### config.mk
export PLATFORM = sky130hd
export DESIGN_NAME = cppf_link_ctrl_flat
export DESIGN_NICKNAME = d
export VERILOG_FILES = /design/src/rtl/cppf_link_ctrl_pkg.sv /design/src/rtl/cppf_link_ctrl_if.sv /design/src/rtl/cppf_link_ctrl_err_mon.sv /design/src/rtl/cppf_link_ctrl.sv /design/src/flat_wrapper.sv
export SDC_FILE = /design/constraint.sdc
export NUM_CORES = 1
export LEC_CHECK = 0
export CORE_ASPECT_RATIO = 0.7
export CORE_MARGIN = 2
export CORE_UTILIZATION = 52
export DETAILED_ROUTE_END_ITERATION = 6
export GPL_TIMING_DRIVEN = 0
export HOLD_SLACK_MARGIN = 0.08
export PLACE_DENSITY = 0.9
export SYNTH_ARGS = -nofsm -noshare
export SYNTH_HDL_FRONTEND = slang
export SYNTH_SLANG_ARGS = --single-unit
### constraint.sdc
create_clock -name clk_40 -period 3.1 [get_ports clk_40]
set_input_delay 0.465 -clock clk_40 [delete_from_list [all_inputs] [get_ports clk_40]]
set_output_delay 0.465 -clock clk_40 [all_outputs]
set_load 0.02 [all_outputs]
### src/rtl/cppf_link_ctrl_pkg.sv
`default_nettype none
// ============================================================================
//  Module      : cppf_ctrl_pkg
//  Description : Shared types and widths for the CPPF link bring-up and
//                recovery sequencer.
//  Revision    : 1.0 - initial release
// ============================================================================
package cppf_ctrl_pkg;

  localparam int CRC_CNT_W = 16;
  localparam int REC_CNT_W = 8;
  localparam int BAD_CNT_W = 4;

  typedef enum logic [2:0] {
    ST_INIT      = 3'd0,
    ST_RESET_RX  = 3'd1,
    ST_WAIT_DONE = 3'd2,
    ST_BUF_RESET = 3'd3,
    ST_SETTLE    = 3'd4,
    ST_MONITOR   = 3'd5
  } cppf_ctrl_state_t;

  // Larger of two integers, used to size the shared phase counter.
  function automatic int imax(input int a, input int b);
    return (a > b) ? a : b;
  endfunction

endpackage
`default_nettype wire

### src/rtl/cppf_link_ctrl_if.sv
`default_nettype none
// ============================================================================
//  Module      : cppf_link_ctrl_if
//  Description : Link-block control and status bundle of the CPPF sequencer.
//                master = sequencer side, slave = link block / core side.
//  Revision    : 1.0 - initial release
// ============================================================================
interface cppf_link_ctrl_if #(
  parameter int NLINK = 7
);
  import cppf_ctrl_pkg::*;

  logic                                ttc_bc0;
  logic [NLINK-1:0]                    fiber_enable;
  logic [NLINK-1:0]                    rxresetdone;
  logic [NLINK-1:0]                    rx_valid;
  logic [NLINK-1:0]                    crc_match;
  logic                                force_reset;
  logic                                cnt_clear;
  logic                                soft_reset_rx;
  logic                                rxbufreset;
  logic [NLINK-1:0]                    link_good;
  logic                                busy;
  logic [NLINK-1:0][CRC_CNT_W-1:0]     crc_err_cnt;
  logic [REC_CNT_W-1:0]                recovery_cnt;

  modport master (
    input  ttc_bc0, fiber_enable, rxresetdone, rx_valid, crc_match,
           force_reset, cnt_clear,
    output soft_reset_rx, rxbufreset, link_good, busy, crc_err_cnt,
           recovery_cnt
  );

  modport slave (
    output ttc_bc0, fiber_enable, rxresetdone, rx_valid, crc_match,
           force_reset, cnt_clear,
    input  soft_reset_rx, rxbufreset, link_good, busy, crc_err_cnt,
           recovery_cnt
  );

endinterface
`default_nettype wire

### src/rtl/cppf_link_ctrl_err_mon.sv
`default_nettype none
// ============================================================================
//  Module      : cppf_link_err_mon
//  Description : Per-link health monitor: consecutive-bad BC0 counter,
//                saturating CRC error counter and registered link_good flag.
//  Revision    : 1.0 - initial release
// ============================================================================
module cppf_link_err_mon
  import cppf_ctrl_pkg::*;
#(
  parameter int ERR_THRESH = 8
) (
  input  wire logic                 clk_40,
  input  wire logic                 reset,
  input  wire logic                 enable_i,     // fiber_enable for this link
  input  wire logic                 rx_valid_i,
  input  wire logic                 crc_match_i,
  input  wire logic                 monitor_i,    // sequencer is in MONITOR
  input  wire logic                 sample_i,     // MONITOR and BC0 this cycle
  input  wire logic                 clr_bad_i,    // entering RESET_RX
  input  wire logic                 cnt_clear_i,
  output logic                      trip_o,       // counter reaches threshold
  output logic                      link_good_o,
  output logic [CRC_CNT_W-1:0]      crc_err_cnt_o
);

  logic [BAD_CNT_W-1:0] bad_q, bad_d, bad_nxt;
  logic [CRC_CNT_W-1:0] crc_q;
  logic                 link_good_q;
  logic                 bad;
  logic                 crc_inc;

  assign bad     = ~rx_valid_i | ~crc_match_i;
  assign crc_inc = monitor_i & enable_i & rx_valid_i & ~crc_match_i;

  // Next consecutive-bad count; trip is taken before the entry clear so the
  // clear (which depends on trip through the FSM) cannot loop back.
  always_comb begin
    bad_nxt = bad_q;
    if (!enable_i) begin
      bad_nxt = '0;
    end else if (sample_i) begin
      if (!bad)                bad_nxt = '0;
      else if (bad_q != '1)    bad_nxt = bad_q + BAD_CNT_W'(1);
    end
    trip_o = sample_i & (bad_nxt >= BAD_CNT_W'(ERR_THRESH));
    bad_d  = clr_bad_i ? '0 : bad_nxt;
  end

  // Counter and flag registers; cnt_clear beats a same-cycle increment.
  always_ff @(posedge clk_40) begin
    if (reset) begin
      bad_q       <= '0;
      crc_q       <= '0;
      link_good_q <= 1'b0;
    end else begin
      bad_q       <= bad_d;
      link_good_q <= monitor_i & enable_i & (bad_q == '0) & rx_valid_i;
      if (cnt_clear_i)                 crc_q <= '0;
      else if (crc_inc && crc_q != '1) crc_q <= crc_q + CRC_CNT_W'(1);
    end
  end

  assign link_good_o   = link_good_q;
  assign crc_err_cnt_o = crc_q;

endmodule
`default_nettype wire

### src/rtl/cppf_link_ctrl.sv
`default_nettype none
// ============================================================================
//  Module      : cppf_link_ctrl
//  Description : Bring-up and recovery sequencer for the CPPF receive links.
//                Resets the RX path, waits for reset done, settles for a few
//                orbits, then monitors link health and re-runs recovery.
//  Revision    : 1.0 - initial release
// ============================================================================
module cppf_link_ctrl
  import cppf_ctrl_pkg::*;
#(
  parameter int NLINK         = 7,
  parameter int RST_CYCLES    = 16,
  parameter int BUF_CYCLES    = 4,
  parameter int DONE_TIMEOUT  = 4000,
  parameter int SETTLE_ORBITS = 4,
  parameter int ERR_THRESH    = 8
) (
  input  wire logic         clk_40,
  input  wire logic         reset,
  cppf_link_ctrl_if.master  lnk
);

  // One counter serves every phase: hold cycles, timeout, settle BC0 count.
  localparam int CYC_W = $clog2(imax(imax(RST_CYCLES, BUF_CYCLES),
                                     imax(DONE_TIMEOUT, SETTLE_ORBITS)) + 1);

  cppf_ctrl_state_t      state_q, state_d;
  logic [CYC_W-1:0]      cyc_q, cyc_d;
  logic                  soft_q, buf_q, busy_q;
  logic [REC_CNT_W-1:0]  rec_q;
  logic                  all_done;
  logic                  enter_rst;
  logic                  in_monitor;
  logic                  sample;
  logic [NLINK-1:0]      trip;
  logic [NLINK-1:0]      good;
  logic [NLINK-1:0][CRC_CNT_W-1:0] crc_cnt;

  // Disabled links count as done, so an all-disabled mask passes at once.
  assign all_done   = &(lnk.rxresetdone | ~lnk.fiber_enable);
  assign in_monitor = (state_q == ST_MONITOR);
  assign sample     = in_monitor & lnk.ttc_bc0;

  // Next-state and phase counter; force_reset overrides every transition.
  always_comb begin
    state_d = state_q;
    cyc_d   = cyc_q + CYC_W'(1);
    case (state_q)
      ST_INIT:      state_d = ST_RESET_RX;
      ST_RESET_RX:  if (cyc_q == CYC_W'(RST_CYCLES - 1)) state_d = ST_WAIT_DONE;
      ST_WAIT_DONE: begin
        if (all_done)                                 state_d = ST_BUF_RESET;
        else if (cyc_q == CYC_W'(DONE_TIMEOUT - 1))   state_d = ST_RESET_RX;
      end
      ST_BUF_RESET: if (cyc_q == CYC_W'(BUF_CYCLES - 1)) state_d = ST_SETTLE;
      ST_SETTLE: begin
        cyc_d = cyc_q;
        if (lnk.ttc_bc0) begin
          if (cyc_q == CYC_W'(SETTLE_ORBITS - 1)) state_d = ST_MONITOR;
          else                                    cyc_d   = cyc_q + CYC_W'(1);
        end
      end
      ST_MONITOR: begin
        cyc_d = cyc_q;
        if (|trip) state_d = ST_RESET_RX;
      end
      default:      state_d = ST_INIT;
    endcase
    if (lnk.force_reset) state_d = ST_RESET_RX;
    if (state_d != state_q || lnk.force_reset) cyc_d = '0;
    enter_rst = (state_d == ST_RESET_RX) &&
                ((state_q != ST_RESET_RX) || lnk.force_reset);
  end

  // State register and registered link-block controls and status.
  always_ff @(posedge clk_40) begin
    if (reset) begin
      state_q <= ST_INIT;
      cyc_q   <= '0;
      soft_q  <= 1'b0;
      buf_q   <= 1'b0;
      busy_q  <= 1'b1;
      rec_q   <= '0;
    end else begin
      state_q <= state_d;
      cyc_q   <= cyc_d;
      soft_q  <= (state_q == ST_RESET_RX);
      buf_q   <= (state_q == ST_BUF_RESET);
      busy_q  <= (state_d != ST_MONITOR);
      if (lnk.cnt_clear)                rec_q <= '0;
      else if (enter_rst && rec_q != '1) rec_q <= rec_q + REC_CNT_W'(1);
    end
  end

  generate
    for (genvar i = 0; i < NLINK; i++) begin : g_link
      cppf_link_err_mon #(
        .ERR_THRESH (ERR_THRESH)
      ) u_mon (
        .clk_40        (clk_40),
        .reset         (reset),
        .enable_i      (lnk.fiber_enable[i]),
        .rx_valid_i    (lnk.rx_valid[i]),
        .crc_match_i   (lnk.crc_match[i]),
        .monitor_i     (in_monitor),
        .sample_i      (sample),
        .clr_bad_i     (enter_rst),
        .cnt_clear_i   (lnk.cnt_clear),
        .trip_o        (trip[i]),
        .link_good_o   (good[i]),
        .crc_err_cnt_o (crc_cnt[i])
      );
    end
  endgenerate

  assign lnk.soft_reset_rx = soft_q;
  assign lnk.rxbufreset    = buf_q;
  assign lnk.busy          = busy_q;
  assign lnk.recovery_cnt  = rec_q;
  assign lnk.link_good     = good;
  assign lnk.crc_err_cnt   = crc_cnt;

endmodule
`default_nettype wire

### src/flat_wrapper.sv
// flat-port wrapper written by rule: the top's interface ports become plain ports
module cppf_link_ctrl_flat import cppf_ctrl_pkg::*;
#(
  parameter int NLINK         = 7,
  parameter int RST_CYCLES    = 16,
  parameter int BUF_CYCLES    = 4,
  parameter int DONE_TIMEOUT  = 4000,
  parameter int SETTLE_ORBITS = 4,
  parameter int ERR_THRESH    = 8
)
  (clk_40, reset, lnk_ttc_bc0, lnk_fiber_enable, lnk_rxresetdone, lnk_rx_valid, lnk_crc_match, lnk_force_reset, lnk_cnt_clear, lnk_soft_reset_rx, lnk_rxbufreset, lnk_link_good, lnk_busy, lnk_crc_err_cnt, lnk_recovery_cnt);
  cppf_link_ctrl_if #(.NLINK(NLINK)) lnk_i ();
  input  wire logic clk_40;
  input  wire logic reset;
  input wire logic [$bits(lnk_i.ttc_bc0)-1:0] lnk_ttc_bc0;
  input wire logic [$bits(lnk_i.fiber_enable)-1:0] lnk_fiber_enable;
  input wire logic [$bits(lnk_i.rxresetdone)-1:0] lnk_rxresetdone;
  input wire logic [$bits(lnk_i.rx_valid)-1:0] lnk_rx_valid;
  input wire logic [$bits(lnk_i.crc_match)-1:0] lnk_crc_match;
  input wire logic [$bits(lnk_i.force_reset)-1:0] lnk_force_reset;
  input wire logic [$bits(lnk_i.cnt_clear)-1:0] lnk_cnt_clear;
  output wire logic [$bits(lnk_i.soft_reset_rx)-1:0] lnk_soft_reset_rx;
  output wire logic [$bits(lnk_i.rxbufreset)-1:0] lnk_rxbufreset;
  output wire logic [$bits(lnk_i.link_good)-1:0] lnk_link_good;
  output wire logic [$bits(lnk_i.busy)-1:0] lnk_busy;
  output wire logic [$bits(lnk_i.crc_err_cnt)-1:0] lnk_crc_err_cnt;
  output wire logic [$bits(lnk_i.recovery_cnt)-1:0] lnk_recovery_cnt;
  assign lnk_i.ttc_bc0 = lnk_ttc_bc0;
  assign lnk_i.fiber_enable = lnk_fiber_enable;
  assign lnk_i.rxresetdone = lnk_rxresetdone;
  assign lnk_i.rx_valid = lnk_rx_valid;
  assign lnk_i.crc_match = lnk_crc_match;
  assign lnk_i.force_reset = lnk_force_reset;
  assign lnk_i.cnt_clear = lnk_cnt_clear;
  assign lnk_soft_reset_rx = lnk_i.soft_reset_rx;
  assign lnk_rxbufreset = lnk_i.rxbufreset;
  assign lnk_link_good = lnk_i.link_good;
  assign lnk_busy = lnk_i.busy;
  assign lnk_crc_err_cnt = lnk_i.crc_err_cnt;
  assign lnk_recovery_cnt = lnk_i.recovery_cnt;
  cppf_link_ctrl #(.NLINK(NLINK), .RST_CYCLES(RST_CYCLES), .BUF_CYCLES(BUF_CYCLES), .DONE_TIMEOUT(DONE_TIMEOUT), .SETTLE_ORBITS(SETTLE_ORBITS), .ERR_THRESH(ERR_THRESH)) u_core (.clk_40(clk_40), .reset(reset), .lnk(lnk_i));
endmodule
# Word-level counts from Yosys, hierarchy flattened
# Cells that the tools add are included.
word_totals:
  ramBits: 0
  latchBits: 0
  ff_bits: 173
  mem_bits_ro: 0
  inputBits: 33
  output_inout_bits: 130
  mem_count: 0
  wordCells: 211
op_classes:
  shift: 0
  add_sub_neg: 16
  n_div: 0
  bitwise_logic: 67
  eq_ne: 29
  muxes: 40
  magnitude_cmp: 7
  reduce_logical: 25
  multipliers: 0
op_table:
  columns: ["operator", "n"]
  rows:
  - ["$add A16 B1 Y16 const B", 7]
  - ["$mux W4", 28]
  - ["$ne A16 B16 Y1 const B", 7]
  - ["$and A1 B1 Y1", 43]
  - ["$add A4 B1 Y4 const B", 7]
  - ["$ge A4 B4 Y1 const B", 7]
  - ["$logic_not A4 Y1", 7]
  - ["$ne A4 B4 Y1 const B", 7]
  - ["$mux W12", 2]
  - ["$mux W3", 8]
  - ["$pmux W12 S2", 1]
  - ["$pmux W3 S6", 1]
  - ["$not A1 Y1", 15]
  - ["$add A12 B1 Y12 const B", 1]
  - ["$eq A12 B12 Y1 const B", 1]
  - ["$eq A12 B2 Y1 const B", 1]
  - ["$eq A12 B4 Y1 const B", 1]
  - ["$logic_and A1 B1 Y1", 9]
  - ["$add A8 B1 Y8 const B", 1]
  - ["$ne A8 B8 Y1 const B", 1]
  - ["$not A7 Y7", 1]
  - ["$or A1 B1 Y1", 7]
  - ["$or A7 B7 Y7", 1]
  - ["$reduce_and A7 Y1", 1]
  - ["12 further kinds", 19]

# Longest topological paths before layout
# Gate-level depths: netlist of the first run.
logic_depth:
  ltp_word: 14
  mapped_depth: 10
  ltp_nobuf: 8

# Hierarchy
# Synthesis of the first run repeated with hierarchy kept, for this count alone.
hier_totals:
  cells_unflattened: 1097
  area_unflattened_um2: 9297.7
modules_own_cells:
  columns: ["module", "area_each_um2", "seq_area_each_um2", "instances", "cells_per_inst"]
  rows:
  - ["cppf_link_err_mon at u_core.g_link[0].u_mon ...", 1106.1, 420.4, 6, 129]
  - ["cppf_link_ctrl", 1544.0, 520.5, 1, 189]
  - ["cppf_link_err_mon at u_core.g_link[3].u_mon", 1117.3, 420.4, 1, 134]

# Worst setup path before layout of the first run
# Ideal clock, no wire load.
synth_path:
  path_type: "register -> register"
  from: "reg u_core.g_link[6].u_mon.crc_q[0]"
  to: "reg u_core.g_link[6].u_mon.crc_q[5]"
  synth_period_minus_slack_ns: 2.240
  path_stages_with_launch: 10
  arrival_ns: 2.112
  n_path_buf: 1
  setup_ns: 0.128
  setup_slack_ns: 0.860
  t_required_ns: 2.972
  cell_sequence: "dfxtp_1 ha_1 nand2_1 nor4_1 a31oi_2 and4_1 buf_2 nand3_1 xor2_1 nor2_1"
synth_via:
  elab_chain_cells: 2
  elab_cells_between_ends: 3
  cone_classes: "add/sub: 1; eq/ne: 1; reduce/logical: 1"
synth_rtl:
  columns: ["item", "line_no", "text"]
  rows:
  - ["start, declared", "cppf_link_ctrl_err_mon.sv:28", "logic [CRC_CNT_W-1:0] crc_q;"]
  - ["start signal, assigned", "cppf_link_ctrl_err_mon.sv:60", "else if (crc_inc && crc_q != '1) crc_q <= crc_q + CRC_CNT_W'(1);"]
  - ["branches (longest 2 deep; another with $add A16 B1 Y16)", null, null]
# Parallel ways; which one is timed is not known.
# A chain may end at the register's enable or synchronous reset.

# Worst setup path in the final report of the first run
layout_path:
  from: "in lnk_ttc_bc0"
  to: "reg u_core.cyc_q[0]"
layout_via:
  elab_chain_cells: 12
  elab_cells_between_ends: 39
  cone_classes: "order compare: 7; eq/ne: 2; mux: 18; bitwise: 8; reduce/logical: 4"
layout_rtl:
  columns: ["item", "line_no", "text"]
  rows:
  - ["start, declared", "flat_wrapper.sv:15", "input wire logic [$bits(lnk_i.ttc_bc0)-1:0] lnk_ttc_bc0;"]
  - ["$and A1 B1 Y1", "cppf_link_ctrl.sv:43", "assign sample = in_monitor & lnk.ttc_bc0;"]
  - ["$mux W4", "cppf_link_ctrl_err_mon.sv:42", "end else if (sample_i) begin"]
  - ["$mux W4", "cppf_link_ctrl_err_mon.sv:40", "if (!enable_i) begin"]
  - ["$ge A4 B4 Y1", "cppf_link_ctrl_err_mon.sv:46", "trip_o = sample_i & (bad_nxt >= BAD_CNT_W'(ERR_THRESH));"]
  - ["$and A1 B1 Y1", "cppf_link_ctrl_err_mon.sv:46", null]
  - ["$reduce_or A7 Y1", "cppf_link_ctrl.sv:66", "if (|trip) state_d = ST_RESET_RX;"]
  - ["$mux W3", "cppf_link_ctrl.sv:66", null]
  - ["$pmux W3 S6", "cppf_link_ctrl.sv:49", "case (state_q)"]
  - ["$mux W3", "cppf_link_ctrl.sv:70", "if (lnk.force_reset) state_d = ST_RESET_RX;"]
  - ["$ne A3 B3 Y1", "cppf_link_ctrl.sv:71", "if (state_d != state_q || lnk.force_reset) cyc_d = '0;"]
  - ["$logic_or A1 B1 Y1", "cppf_link_ctrl.sv:71", null]
  - ["$reduce_or A2 Y1 (no line)", null, null]
  - ["end signal, assigned", "cppf_link_ctrl.sv:87", "cyc_q <= cyc_d;"]
  - ["end, declared", "cppf_link_ctrl.sv:29", "logic [CYC_W-1:0] cyc_q, cyc_d;"]
# Parallel ways exist; a longest one is shown, timed or not.

==> results of run 1 <==
==> critical path, delay by kind of cell <==
kind	cells	cell delay, ns
compound gates	3	0.80
buf+inv	3	1.42
simple gates	3	0.45
==> kinds of logic after synthesis <==
| family | Yosys count |
|---|---|
| AO/OA/AOI/OAI | 124 |
| adder cells (fa/ha/maj) | 23 |
| AND/OR/NAND/NOR | 498 |
| XOR/XNOR | 96 |
| multiplexers | 13 |
| flip-flops | 173 |
| buffers and inverters | 79 |
==> layer usage <==
layer  up-vias  track usage [%]  routed length [um]
li1       3876                -                   -
met4         0             6.67                 351
met5         -                0                   0
met1      3644             34.4                9800
met3        35             6.00                1700
met2       301             38.1                9600
==> power breakdown <==
| part | internal [mW] | switching, mW | leakage (nW) |
|---|---|---|---|
| clock | 1.23 | 0.995 | 0.298 |
| sequential | 2.22 | 0.00361 | 1.39 |
| combinational | 0.0692 | 0.0947 | 1.99 |
| total | 3.53 | 1.09 | 3.68 |
==> Yosys cell counts (all sizes together), types with 4 or more instances <==
| cell type | instances |
|---|---|
| o31a | 7 |
| xnor2 | 31 |
| o21ai | 34 |
| nand2b | 10 |
| nor4 | 11 |
| a2bb2oi | 7 |
| and2 | 6 |
| mux2i | 13 |
| a21oi | 34 |
| nor2 | 169 |
| or3 | 22 |
| nor3b | 5 |
| buf | 19 |
| nor2b | 4 |
| xor2 | 65 |
| inv | 41 |
| and4 | 13 |
| ha | 23 |
| and3 | 21 |
| nand2 | 97 |
| a41o | 7 |
| dfxtp | 173 |
| nand4b | 4 |
| nand4 | 34 |
| nor3 | 20 |
| o221ai | 9 |
| clkbuf | 19 |
| nand3 | 71 |
==> flip-flops by register name, indices dropped and copies added (netlist names) <==
signal                             cells
u_core.cyc_q                          12
u_core.g_link.u_mon.bad_q             28
u_core.g_link.u_mon.crc_err_cnt_o    112
u_core.g_link.u_mon.link_good_o        7
u_core.lnk.busy                        1
u_core.lnk.recovery_cnt                8
u_core.lnk.rxbufreset                  1
u_core.lnk.soft_reset_rx               1
u_core.state_q                         3
==> layout make-up <==
| class | count | area, um^2 | share of cell area (%) |
|---|---|---|---|
| clock inverters | 15 | 199 | 1.82 |
| inverters | 41 | 154 | 1.41 |
| flip-flops and latches | 173 | 3460 | 31.7 |
| multi-input cells | 754 | 4630 | 42.3 |
| plain buffers | 38 | 200 | 1.83 |
| clock buffers | 17 | 425 | 3.89 |
| repair buffers | 162 | 1620 | 14.8 |
| well taps | 200 | 250 | 2.29 |
==> metrics by stage <==
| step | setup TNS, ns | setup WS [ns] | util, % |
|---|---|---|---|
| final | 0 | 0.243 | 69.7 |
| after global routing | 0 | 0.0872 | 69.7 |
| after CTS | 0 | 0.305 | 69.7 |
| after detailed placement | -0.925 | -0.0961 | 65.8 |
| after global placement | -0.511 | -0.0583 | 65.8 |
| after floorplan | 0 | 0.860 | - |
==> placed cells by master, fill, tap and decap left out, drive strengths merged, types with 5 or more instances in the layout <==
cell type	n
a21oi	34
a2bb2oi	7
a41o	7
and2	6
and3	21
and4	13
buf	19
clkbuf	36
clkdlybuf4s50	162
dfxtp	173
ha	23
inv	48
mux2i	13
nand2	97
nand2b	10
nand3	71
nand4	34
nor2	169
nor3	20
nor3b	5
nor4	11
o21ai	34
o221ai	9
o31a	7
or3	22
xnor2	31
xor2	65
==> path summary, 6_finish.rpt <==
check                             startpoint                         end  slack (ns)  cells after the start
setup / recovery                 lnk_ttc_bc0             u_core.cyc_q[0]        0.24                      9
hold / removal    u_core.lnk.recovery_cnt[5]  u_core.lnk.recovery_cnt[5]        0.48                      2
setup reg to reg           u_core.state_q[2]             u_core.cyc_q[0]        0.39                      9
hold reg to reg   u_core.lnk.recovery_cnt[5]  u_core.lnk.recovery_cnt[5]        0.48                      2
==> metrics.txt, run 1 <==
status completed; DRT Wirelength between 20000 and 25000 um; hold_buf cts 0; Worst Setup End Kind flop; DR pass1 iterations 5; Synth async-reset ratio 0%; Fill cells ~1200; multiplexer area fraction after synthesis 1.54%; HPWL after DPL approximately 16000 um; RSZ-0062 raised after global routing no; XOR/XNOR share of the synthesized area 9.96%; # setup viols final 0; Setup Skew about 0.012 ns; Critical Path RT between 3 and 4 ns; top post-synthesis cells by area dfxtp_1, nor2_1, xor2_1, nand2_1, nand3_1; yosys warns 0; largest net degree at the start of global routing 19; CTS Buffer Depth 2; worst-path maximum fanout 10; Post-CTS Setup Bufs 0; CP Launch Type primary input; CTS root buffer clkbuf_16; Clock transition at path regs approximately 0.07 ns; Unique masters post-synth between 50 and 60; final layout net count approximately 1200; critical path class primary input to flop; fin area 10900 um^2; top-area cell type share of the netlist area around two fifths; Starting Density 53.8%; Avg Cell Area, Syn 8.40 um^2; final hold viol count 0; sequential share of the synthesized area between 40 and 50%; drt wl/cell between 15 and 20 um; crit path time final between 2 and 3 ns; Placed Cells approximately 1400; syn_nets 1062; Tot Pwr around 4.6 mW; Post-synth EDFFs 0; Worst Hold Class flop to flop; Crit path largest cell delay about 0.51 ns; Post-DP Area ~10000 um^2; CTS tree yes; Post-Layout Cell Count 1400; area fraction in compound gates after synthesis between 10% and 20%; largest area contributor in the netlist dfxtp_1; main combinational cell family by area after synthesis simple AND/OR/NAND/NOR gates; die area between 15000 and 20000 um^2; Leak Pwr 3.68 nW; Overflow after GRT 0; CP Cell Sequence clkdlybuf4s50_1 > nand4b_1 > clkbuf_1 > o221ai_1 > nand4_1 > o22ai_1 > o221ai_1 > clkbuf_1 > nor2_1; CP max stage cell clkdlybuf4s50_1; DRC 0; Final period util between 90% and 100%; Core Rows 38; first-pass GRT wire length around 35000 um; DR vias 7856; RePlAce Congestion around 0.92; Post-Syn Area approximately 8400 um^2; achievable frequency around 350 MHz; post_cts resized 0; CTS Buf Count 17; Worst-Skew Late Latency 0.42 ns; flops & latches, synth approximately 170; Slew @ Worst Pin 0.860 ns; antenna viol nets, final 0; H-Tree Level Count 4; I/O Buffers between 150 and 200; initial antenna violation count 0; vias in the first global route between 7000 and 8000; max cap viols 0; share of cells above drive strength 1 under 10%; WP data arrival 3.14 ns; relative slew slack about 42%; Mapped Cells just over 1000; Most used DFF post-synth dfxtp_1; area grow syn2layout 29.6%; VDD IR-drop max around 0.38 mV; # diodes 0; Pwr Density 422 nW/um^2; Die Y around 110 um; I/O Pins between 150 and 200; vias per inst 5.61; Adder-Cell Fraction of Synth Area roughly 3.4%; GRT Util Overall between 20% and 30%; DRT iter0 DRCs 575; Synth Area in Simple Gates between 20 and 30%; clock sinks approximately 170; core box area roughly 16000 um^2; Die X around 160 um; Hold WS between 0.4 and 0.5 ns; Final Max Tran Viols 0
(Power assumes the default switching activity.)
==> run 2: changes to the inputs <==
--- a/config.mk
+++ b/config.mk
@@ -5,13 +5,17 @@
 export SDC_FILE = /design/constraint.sdc
 export NUM_CORES = 1
 export LEC_CHECK = 0
+export ABC_CLOCK_PERIOD_IN_PS = 3100
+export CELL_PAD_IN_SITES_DETAIL_PLACEMENT = 1
+export CELL_PAD_IN_SITES_GLOBAL_PLACEMENT = 1
 export CORE_ASPECT_RATIO = 0.7
 export CORE_MARGIN = 2
-export CORE_UTILIZATION = 52
+export CORE_UTILIZATION = 40
 export DETAILED_ROUTE_END_ITERATION = 6
 export GPL_TIMING_DRIVEN = 0
 export HOLD_SLACK_MARGIN = 0.08
-export PLACE_DENSITY = 0.9
+export PLACE_DENSITY = 0.91
 export SYNTH_ARGS = -nofsm -noshare
 export SYNTH_HDL_FRONTEND = slang
+export SYNTH_HIERARCHICAL = 1
 export SYNTH_SLANG_ARGS = --single-unit
==> metrics.txt, run 2 <==
most common cell in the netlist dfxtp_1; # diodes 0 (unchanged); Clk network pwr share 46.2% (-2.0 points); fin area 12000 um^2 (+10%); share of power burned in registers 49.1% (+0.9 points); initial antenna violation count 0 (unchanged); first-pass GRT wire length 50600 um (+45%); Pint 3.47 mW (-1.5%); I/O Pins 163 (unchanged); Largest register FFs 112 (unchanged); hold wc startpoint u_core/g_link[3].u_mon/crc_err_cnt_o[15]; top post-synthesis cells by area dfxtp_1, a21oi_1, nand2_1, nand3_1, mux2i_1; vias in the first global route 9673 (+36%); Worst Hold Class flop to flop; DR pass1 iterations 5 (unchanged); flops & latches, synth 173 (unchanged); Tot Pwr 4.55 mW (-1.6%); worst-path maximum fanout 10 (unchanged); Overflow after GRT 0 (unchanged); Clock transition at path regs 0.07 ns (about the same); drt wl/cell 19.7 um (+29%); CTS Buffer Depth 2 (unchanged); RePlAce Congestion 0.915 (-0.22%); status completed; CTS tree yes; share of cells above drive strength 1 8.80% (+3.0 points); Leak Pwr 3.78 nW (+2.8%); Final Max Tran Viols 0 (unchanged); hold_buf cts 0 (unchanged); relative slew slack 39.9% (-2.2 points); CP Launch Point u_core/state_q[2]; Slew @ Worst Pin 0.901 ns (+0.0418 ns); final layout net count 1338 (+7.6%); Critical Path RT 3.42 ns (+0.04 ns); top cells by count, synth dfxtp_1, nand2_1, a21oi_1; DR vias 9818 (+25%); Comb pwr share 4.7% (+1.2 points); commonest non-fill, non-tap cell in the layout dfxtp_1; final hold viol count 0 (unchanged); syn_nets 1153 (+8.6%); max cap viols 0 (unchanged); vias per inst 6.11 (+8.9%); largest area contributor in the netlist dfxtp_1; GRT Util Overall 25.6% (+0.92 points); clock sinks 173 (unchanged); CTS Buf Count 17 (unchanged); CP Launch Type flop; Post-synth EDFFs 0 (unchanged); CP max stage cell or4b_4; Unique masters post-synth 61 (+5.2%); achievable frequency 333 MHz (-4.9%); DRT Wirelength 31700 um (+48%); Die Y 132 um (+19%); I/O Buffers 162 (unchanged); sequential share of the synthesized area 37.2% (-3.8 points); yosys warns 6 (+6); Worst Setup End Kind flop; largest net degree at the start of global routing 48 (+29); Core Rows 46 (+21%); top-area cell type share of the netlist area 37.2% (-3.8 points); CP Cell Sequence buf_6 > nor2b_2 > and3_4 > buf_6 > nand2_1 > a211oi_4 > nor4_4 > a21oi_2 > a211oi_2 > buf_4 > nor2_4 > o21ai_4 > or4b_4 > mux2i_1; Most used DFF post-synth dfxtp_1; Pwr Density 378 nW/um^2 (-11%); HPWL after DPL 22500 um (+42%); Avg Cell Area, Syn 8.48 um^2 (+0.96%); Sw Pwr 1.07 mW (-2.0%); area grow syn2layout 29.5% (about the same); DRC 0 (unchanged); die area 24500 um^2 (+42%); Crit path largest cell delay 0.49 ns (-0.02 ns); most frequent CP cell buf_6; VDD IR-drop max 0.393 mV (+3.6%); core box area 22700 um^2 (+45%); Reg2Reg Setup Slack 0.1 ns (-0.29 ns); Post-Syn Area 9300 um^2 (+10%); CTS root buffer clkbuf_16; WP data arrival 3.33 ns (+0.19 ns); Sw Share 23.6% (-0.10 points); Final period util 96.9% (+4.7 points); reg-to-reg startpoint u_core/state_q[2]; Worst-Skew Late Latency 0.44 ns (+0.02 ns); Mapped Cells 1097 (+9.0%); DRT iter0 DRCs 599 (+4.2%); Hold WS 0.498 ns (+0.0187 ns); # setup viols final 0 (unchanged); Setup Skew 0.00833 ns (-0.00350 ns); antenna viol nets, final 0 (unchanged); Post-DP Area 11300 um^2 (+9.6%); Final TNS setup 0 ns (unchanged); H-Tree Level Count 4 (unchanged); Synth async-reset ratio 0% (unchanged); Starting Density 40.9% (-13 points); critical path class flop to flop; crit path time final 3.00 ns (+0.147 ns); most frequent cells in the layout dfxtp_1, clkdlybuf4s50_1, nand2_1; Die X 186 um (+19%)
==> run 2: changes by cell type after synthesis, moves of 17 or more <==
cell	change
nor2_1	-111
xor2_1	-55
a21oi_1	+51
or4_1	+43
o31ai_1	+34
or3_1	+34
mux2i_1	+25
nor4_1	+18
xnor2_1	-17
==> run 2: power groups by stage <==
stage / Combinational, mW / Sequential [mW] / Clock [mW]
CTS: 0.206 / 2.23 / 2.14
detailed placement: 0.199 / 2.28 / 0
global placement: 0.195 / 2.28 / 0
global route: 0.227 / 2.23 / 2.23
finish: 0.213 / 2.23 / 2.10
floorplan: 0.0816 / 2.28 / 0
==> run 2: cell families after synthesis <==
| logic type | after synthesis | synth area share (%) |
|---|---|---|
| xor gates and xnor gates | 24 | 2.26 |
| muxes | 39 | 4.21 |
| and+or+nand+nor | 539 | 33.9 |
| DFF | 173 | 37.2 |
| buffers and inverters | 62 | 2.64 |
| adders and majority gates | 23 | 3.10 |
| AOI/OAI and AO/OA | 237 | 16.7 |
==> run 2: per-layer routing <==
| metal | share of wire [%] | global-route usage [%] | vias to the layer above |
|---|---|---|---|
| li1 | - | - | 4602 |
| met1 | 47 | 35.4 | 4860 |
| met2 | 46 | 40.0 | 315 |
| met3 | 5.7 | 5.35 | 41 |
| met4 | 1.4 | 7.39 | 0 |
| met5 | 0 | 0 | - |
==> run 2: cell type report <==
| class | count | area [um^2] |
|---|---|---|
| Timing Repair Buffer | 167 | 1650 |
| Sequential cell | 173 | 3470 |
| Clock buffer | 22 | 474 |
| Clock inverter | 10 | 90.1 |
| Fill cell | 2664 | 10700 |
| Tap cell | 312 | 390 |
| Buffer | 32 | 165 |
| Inverter | 29 | 109 |
| Multi-Input combinational cell | 862 | 5700 |
==> run 2: what timing repair did <==
action                     CTS  global route
buffers inserted             4             1
gates resized for setup     26            16
gates cloned                 0             0
setup endpoints to repair   64            38
pin swaps                   11             6
==> run 2: path summary, 6_finish.rpt <==
kind                                                   end  cells past startpoint
hold / removal    u_core/g_link[3].u_mon/crc_err_cnt_o[15]                      2
setup / recovery                u_core/lnk.recovery_cnt[4]                     14
setup reg to reg                u_core/lnk.recovery_cnt[4]                     14
hold reg to reg   u_core/g_link[3].u_mon/crc_err_cnt_o[15]                      2
==> run 2: worst max-delay path: cells and delay by family (launching register included) <==
family                 cells  cell delay, ns
buffers and inverters      3            0.45
muxes                      1            0.13
and+or+nand+nor            6            1.27
AOI/OAI and AO/OA          4            0.67
DFF                        1            0.36
==> run 2: through the flow <==
stage	std cells	worst slack (ns)	util, %
after floorplan	1097	0.272	-
after global placement	1571	-1.43	49.7
after detailed placement	1571	-0.968	49.7
after CTS	1606	0.00817	52.7
after global routing	1607	-0.0158	53.0
final	1607	0.0956	53.0
